### config.mk
export PLATFORM = sky130hd
export DESIGN_NAME = cntr_frame_seq_flat
export DESIGN_NICKNAME = d
export VERILOG_FILES = /design/src/rtl/cntr_frame_seq_if.sv /design/src/rtl/cntr_frame_seq.sv /design/src/flat_wrapper.sv
export SDC_FILE = /design/constraint.sdc
export NUM_CORES = 1
export LEC_CHECK = 0
export CAP_MARGIN = 10
export CORE_MARGIN = 2
export CORE_UTILIZATION = 50
export DETAILED_ROUTE_END_ITERATION = 6
export GPL_TIMING_DRIVEN = 1
export PLACE_DENSITY = 0.79
export SYNTH_ARGS = -nofsm -noshare
export SYNTH_HDL_FRONTEND = slang
export SYNTH_SLANG_ARGS = --single-unit
### constraint.sdc
create_clock -name clk -period 2.21 [get_ports clk]
set_clock_uncertainty 0.2 [all_clocks]
set_input_delay 0.3315 -clock clk [delete_from_list [all_inputs] [get_ports clk]]
set_output_delay 0.3315 -clock clk [all_outputs]
set_load 0.02 [all_outputs]
### src/rtl/cntr_frame_seq_if.sv
// cntr_frame_seq_if: control/status bundle between the baud/TX control side
// and the frame bit sequencer.
//   master: drives enb, clear, start, data_len, two_stop;
//           observes busy, field, bit_idx, ovf, frame_cnt.
//   slave : the sequencer side (mirror of master).
// IDX_W sizes data_len/bit_idx; FRM_W sizes frame_cnt.
interface cntr_frame_seq_if #(
  parameter int IDX_W = 4,
  parameter int FRM_W = 8
);
  logic             enb;
  logic             clear;
  logic             start;
  logic [IDX_W-1:0] data_len;
  logic             two_stop;
  logic             busy;
  logic [2:0]       field;
  logic [IDX_W-1:0] bit_idx;
  logic             ovf;
  logic [FRM_W-1:0] frame_cnt;

  modport master (
    output enb, clear, start, data_len, two_stop,
    input  busy, field, bit_idx, ovf, frame_cnt
  );

  modport slave (
    input  enb, clear, start, data_len, two_stop,
    output busy, field, bit_idx, ovf, frame_cnt
  );
endinterface

### src/rtl/cntr_frame_seq.sv
// cntr_frame_seq: sequences one serial TX frame (START, 1..MAX_DATA data bits,
// optional PARITY, one or two STOP bits), advancing one bit period per baud
// tick. Reports the current field and bit index to the TX shift/mux logic,
// pulses ovf at end of frame and counts completed frames.
// Ports:
//   clk  - rising-edge system clock
//   rst  - asynchronous active-low reset
//   bus  - cntr_frame_seq_if.slave
//          in : enb (baud tick), clear (sync abort, highest priority),
//               start (frame request, IDLE only), data_len, two_stop
//          out: busy, field (0 IDLE,1 START,2 DATA,3 PARITY,4 STOP),
//               bit_idx, ovf (end-of-frame pulse), frame_cnt (wraps)
// Build option: define CNTR_FRAME_PARITY_EN to insert a PARITY bit period
// between DATA and STOP; without it field never reads 3.
module cntr_frame_seq #(
  parameter int MAX_DATA = 8,
  parameter int IDX_W    = $clog2(MAX_DATA + 1),
  parameter int FRM_W    = 8
) (
  input  logic            clk,
  input  logic            rst,
  cntr_frame_seq_if.slave bus
);

  // Encodings double as the field output value.
  typedef enum logic [2:0] {
    S_IDLE   = 3'd0,
    S_START  = 3'd1,
    S_DATA   = 3'd2,
`ifdef CNTR_FRAME_PARITY_EN
    S_PARITY = 3'd3,
`endif
    S_STOP   = 3'd4
  } state_t;

  localparam logic [IDX_W-1:0] MAX_LEN = IDX_W'(MAX_DATA);
  localparam logic [IDX_W-1:0] ONE     = IDX_W'(1);

  state_t           state_q, state_d;
  logic [IDX_W-1:0] bit_idx_q, bit_idx_d;
  logic [IDX_W-1:0] len_q, len_d;
  logic             two_stop_q, two_stop_d;
  logic             busy_q, busy_d;
  logic             ovf_q, ovf_d;
  logic [FRM_W-1:0] frame_cnt_q, frame_cnt_d;

  always_comb begin
    state_d     = state_q;
    bit_idx_d   = bit_idx_q;
    len_d       = len_q;
    two_stop_d  = two_stop_q;
    ovf_d       = 1'b0;
    frame_cnt_d = frame_cnt_q;

    if (bus.clear) begin
      state_d     = S_IDLE;
      bit_idx_d   = '0;
      frame_cnt_d = '0;
    end else begin
      case (state_q)
        S_IDLE: begin
          if (bus.start) begin
            state_d    = S_START;
            bit_idx_d  = '0;
            two_stop_d = bus.two_stop;
            // Clamp the requested length into 1..MAX_DATA at latch time.
            if (bus.data_len == '0)          len_d = ONE;
            else if (bus.data_len > MAX_LEN) len_d = MAX_LEN;
            else                             len_d = bus.data_len;
          end
        end
        S_START: begin
          if (bus.enb) begin
            state_d   = S_DATA;
            bit_idx_d = '0;
          end
        end
        S_DATA: begin
          if (bus.enb) begin
            if (bit_idx_q == len_q - ONE) begin
`ifdef CNTR_FRAME_PARITY_EN
              state_d = S_PARITY;
`else
              state_d = S_STOP;
`endif
              bit_idx_d = '0;
            end else begin
              bit_idx_d = bit_idx_q + ONE;
            end
          end
        end
`ifdef CNTR_FRAME_PARITY_EN
        S_PARITY: begin
          if (bus.enb) begin
            state_d   = S_STOP;
            bit_idx_d = '0;
          end
        end
`endif
        S_STOP: begin
          if (bus.enb) begin
            if (two_stop_q && (bit_idx_q == '0)) begin
              bit_idx_d = ONE;
            end else begin
              state_d     = S_IDLE;
              bit_idx_d   = '0;
              ovf_d       = 1'b1;
              frame_cnt_d = frame_cnt_q + FRM_W'(1);
            end
          end
        end
        default: begin
          state_d   = S_IDLE;
          bit_idx_d = '0;
        end
      endcase
    end

    busy_d = (state_d != S_IDLE);
  end

  always_ff @(posedge clk or negedge rst) begin
    if (!rst) begin
      state_q     <= S_IDLE;
      bit_idx_q   <= '0;
      len_q       <= ONE;
      two_stop_q  <= 1'b1;
      busy_q      <= 1'b0;
      ovf_q       <= 1'b0;
      frame_cnt_q <= '0;
    end else begin
      state_q     <= state_d;
      bit_idx_q   <= bit_idx_d;
      len_q       <= len_d;
      two_stop_q  <= two_stop_d;
      busy_q      <= busy_d;
      ovf_q       <= ovf_d;
      frame_cnt_q <= frame_cnt_d;
    end
  end

  assign bus.busy      = busy_q;
  assign bus.field     = state_q;
  assign bus.bit_idx   = bit_idx_q;
  assign bus.ovf       = ovf_q;
  assign bus.frame_cnt = frame_cnt_q;

endmodule

### src/flat_wrapper.sv
// flat-port wrapper written by rule: the top's interface ports become plain ports
module cntr_frame_seq_flat 
#(
  parameter int MAX_DATA = 8,
  parameter int IDX_W    = $clog2(MAX_DATA + 1),
  parameter int FRM_W    = 8
)
  (clk, rst, bus_enb, bus_clear, bus_start, bus_data_len, bus_two_stop, bus_busy, bus_field, bus_bit_idx, bus_ovf, bus_frame_cnt);
  cntr_frame_seq_if #(.IDX_W(IDX_W), .FRM_W(FRM_W)) bus_i ();
  input  logic clk;
  input  logic rst;
  input wire logic [$bits(bus_i.enb)-1:0] bus_enb;
  input wire logic [$bits(bus_i.clear)-1:0] bus_clear;
  input wire logic [$bits(bus_i.start)-1:0] bus_start;
  input wire logic [$bits(bus_i.data_len)-1:0] bus_data_len;
  input wire logic [$bits(bus_i.two_stop)-1:0] bus_two_stop;
  output wire logic [$bits(bus_i.busy)-1:0] bus_busy;
  output wire logic [$bits(bus_i.field)-1:0] bus_field;
  output wire logic [$bits(bus_i.bit_idx)-1:0] bus_bit_idx;
  output wire logic [$bits(bus_i.ovf)-1:0] bus_ovf;
  output wire logic [$bits(bus_i.frame_cnt)-1:0] bus_frame_cnt;
  assign bus_i.enb = bus_enb;
  assign bus_i.clear = bus_clear;
  assign bus_i.start = bus_start;
  assign bus_i.data_len = bus_data_len;
  assign bus_i.two_stop = bus_two_stop;
  assign bus_busy = bus_i.busy;
  assign bus_field = bus_i.field;
  assign bus_bit_idx = bus_i.bit_idx;
  assign bus_ovf = bus_i.ovf;
  assign bus_frame_cnt = bus_i.frame_cnt;
  cntr_frame_seq #(.MAX_DATA(MAX_DATA), .IDX_W(IDX_W), .FRM_W(FRM_W)) u_core (.clk(clk), .rst(rst), .bus(bus_i));
endmodule
==> results_dict.tcl <==
set metrics [dict create \
    outcome "finished, final reports clean" \
    hold_violations 0 \
    ant_nets 0 \
    rows 18 \
    postRouteWirelength_mm 2.74 \
    max_freq_ghz 0.472 \
    fin_crit_sh_pct 95.9 \
    via_per_inst 5.71 \
    routedWlPerCell_um 14.1 \
    ir_drop_uv 406 \
    floorplan.initialDensity_pct 52.0 \
    holdWs_ps 161 \
    ys.flop_type "dfrtp_1" \
    cts_tree "built" \
    drv_slew 0 \
    core_um2 2450 \
    syn_nets 145 \
    final_common_cell "clkdlybuf4s50_1" \
    place.gp.congestion 0.809 \
    num_vias 1114 \
    antenna_found_initial 0 \
    fin_util_pct 68.8 \
    synth_top_area_share_pct 39.2 \
    layout-drive-gt1-share_pct 15.2 \
    clk_latency_ps 310 \
    p_per_area_nw_per_um2 573 \
    numCtsBuffers 3 \
    tns_ps 0 \
    grt_pass1_wl_mm 4.26 \
    grt_setup_unrepaired "false" \
    clock_sinks 22 \
    diodes 0 \
    start_kind "flop" \
    die_y_um 54.5 \
    grt_start_max_net_pins 23 \
    arrival_ps 2150 \
    first_pass_iters 4 \
    p_leak_nw 0.708 \
    first_global_vias 1042 \
    seq_area_frac_synth_pct 43.3 \
    drt_iter0_drc 16 \
    end_kind "flop" \
    numPortBuffers 26 \
    area_delta_synth_final_pct 32.1 \
    worst_pin_slew_ps 546 \
    critPathMaxFanout 6 \
    setup_slack_ps 91.4 \
    yosys_register_bits 22 \
    syn_avg_cell_area_um2 9.75 \
    grt_use_total_pct 19.9 \
    clock_path_buffers 2 \
    min_period_ps 2120 \
    synthTopCellsByArea "dfrtp_1, dfstp_2, xor2_1, ha_1, nor2_1" \
    die_area_um2 2980 \
    ys.warnings.count 0 \
    yosysTopAreaCell "dfrtp_1" \
    die-width_um 54.5 \
    synth.distinct_cells 40 \
    overflow 0 \
    nNetsFinal 180 \
    htree_levels 1 \
    n_fill_cell 194 \
    max_slew_margin_pct 63.2 \
    cts_hold_buf 0 \
    post_cts_buffers 0 \
    io_pins 27 \
    pre_cts_ws_ps 57.4 \
    cts_resized 0 \
    crit_required_ps 2240 \
    clockRootBuffer "clkbuf_4" \
    netlist_area_um2 1280 \
    worst-setup-path-type "reg -> reg" \
    final_cell_mix "clkdlybuf4s50_1, dfrtp_1, nor2_1" \
    hold_class "in -> async" \
    drc 0 \
    p_total_mw 0.967 \
    synth_cells 131 \
    path_clk_slew_ps 130 \
    cap_violations 0 \
    dp_hpwl_mm 2.07 \
    finalSetupViolCount 0 \
    synthArstFlopShare_pct 100 \
    synth_edf_count 0 \
]
## area by class of cell
| cell class | instances | area [um^2] | area share, % |
|---|---|---|---|
| multi-input combinational | 98 | 691 | 40.9 |
| sequential | 22 | 553 | 32.8 |
| timing repair buffer | 36 | 335 | 19.9 |
| tap | 30 | 37.5 | 2.22 |
| clock inverter | 1 | 30.0 | 1.78 |
| clock buffer | 3 | 22.5 | 1.33 |
| inverter | 5 | 18.8 | 1.11 |
## stage by stage
step	std cells	instance area, um^2
finish	195	1690
global route	195	1690
CTS	195	1670
detailed placement	191	1610
global placement	191	1610
floorplan	131	1280
## synthesized netlist by cell type (2+ instances only)
| cell | instances |
|---|---|
| mux2i_1 | 2 |
| inv_1 | 5 |
| nand2_1 | 11 |
| xor2_1 | 6 |
| dfrtp_1 | 20 |
| a21oi_1 | 4 |
| mux2_2 | 2 |
| dfstp_2 | 2 |
| o21ai_0 | 7 |
| nand4b_1 | 3 |
| nor3_1 | 3 |
| o41ai_1 | 3 |
| and3_1 | 2 |
| nand2b_1 | 5 |
| ha_1 | 4 |
| buf_6 | 2 |
| or4_1 | 2 |
| clkbuf_1 | 4 |
| nor4_1 | 3 |
| nand4_1 | 3 |
| xnor2_1 | 5 |
| nor2b_1 | 2 |
| or3_1 | 2 |
| nor2_1 | 13 |
## state kept, by name (all words and copies together) (netlist names)
register	count
u_core.bus.frame_cnt	8
u_core.bus.bit_idx	4
u_core.len_q	4
u_core.bus.field	3
u_core.bus.busy	1
u_core.bus.ovf	1
u_core.two_stop_q	1
## logic make-up after synthesis
| family | synth area share (%) |
|---|---|
| flops | 43.3 |
| fa+ha+maj | 3.92 |
| simple gates | 27.4 |
| compound gates | 10.1 |
| mux | 3.33 |
| xor+xnor | 7.54 |
| buf+inv | 4.41 |
## worst paths after layout
| path | from | endpoint | slack, ps | cells past startpoint |
|---|---|---|---|---|
| worst max-delay path | u_core.len_q[0] | u_core.bus.bit_idx[2] | 90 | 8 |
| worst min-delay path | rst | u_core.bus.field[0] | 160 | 2 |
| worst max register to register | u_core.len_q[0] | u_core.bus.bit_idx[2] | 90 | 8 |
| worst min register to register | u_core.len_q[1] | u_core.len_q[1] | 340 | 2 |
| max in group asynchronous | rst | u_core.len_q[0] | 1370 | 2 |
| min in group clk | u_core.len_q[1] | u_core.len_q[1] | 340 | 2 |
## where the power goes
group          leakage (nW)  internal [mW]  total (mW)  switching [mW]
sequential            0.293          0.430       0.448          0.0177
clock                0.0279          0.183       0.308           0.125
combinational         0.387          0.104       0.211           0.108
total                 0.708          0.717       0.967           0.250
## worst max-delay path, cell delays in order, from the launching register on
cell and delay (ps):
dfstp_2 550, inv_1 60, ha_4 210, xor2_1 150, nand2_1 80, nor3_1 50
buf_4 160, or4_4 510, o221ai_2 70
## layer usage
layer / GRT usage (%) / vias up / wire [um]
li1: - / 535 / -
met1: 23.4 / 534 / 1220
met2: 34.1 / 41 / 1340
met3: 6.01 / 4 / 162
met4: 7.08 / 0 / 26
met5: 0 / - / 0
No activity file was read; power rests on OpenSTA's default activity.
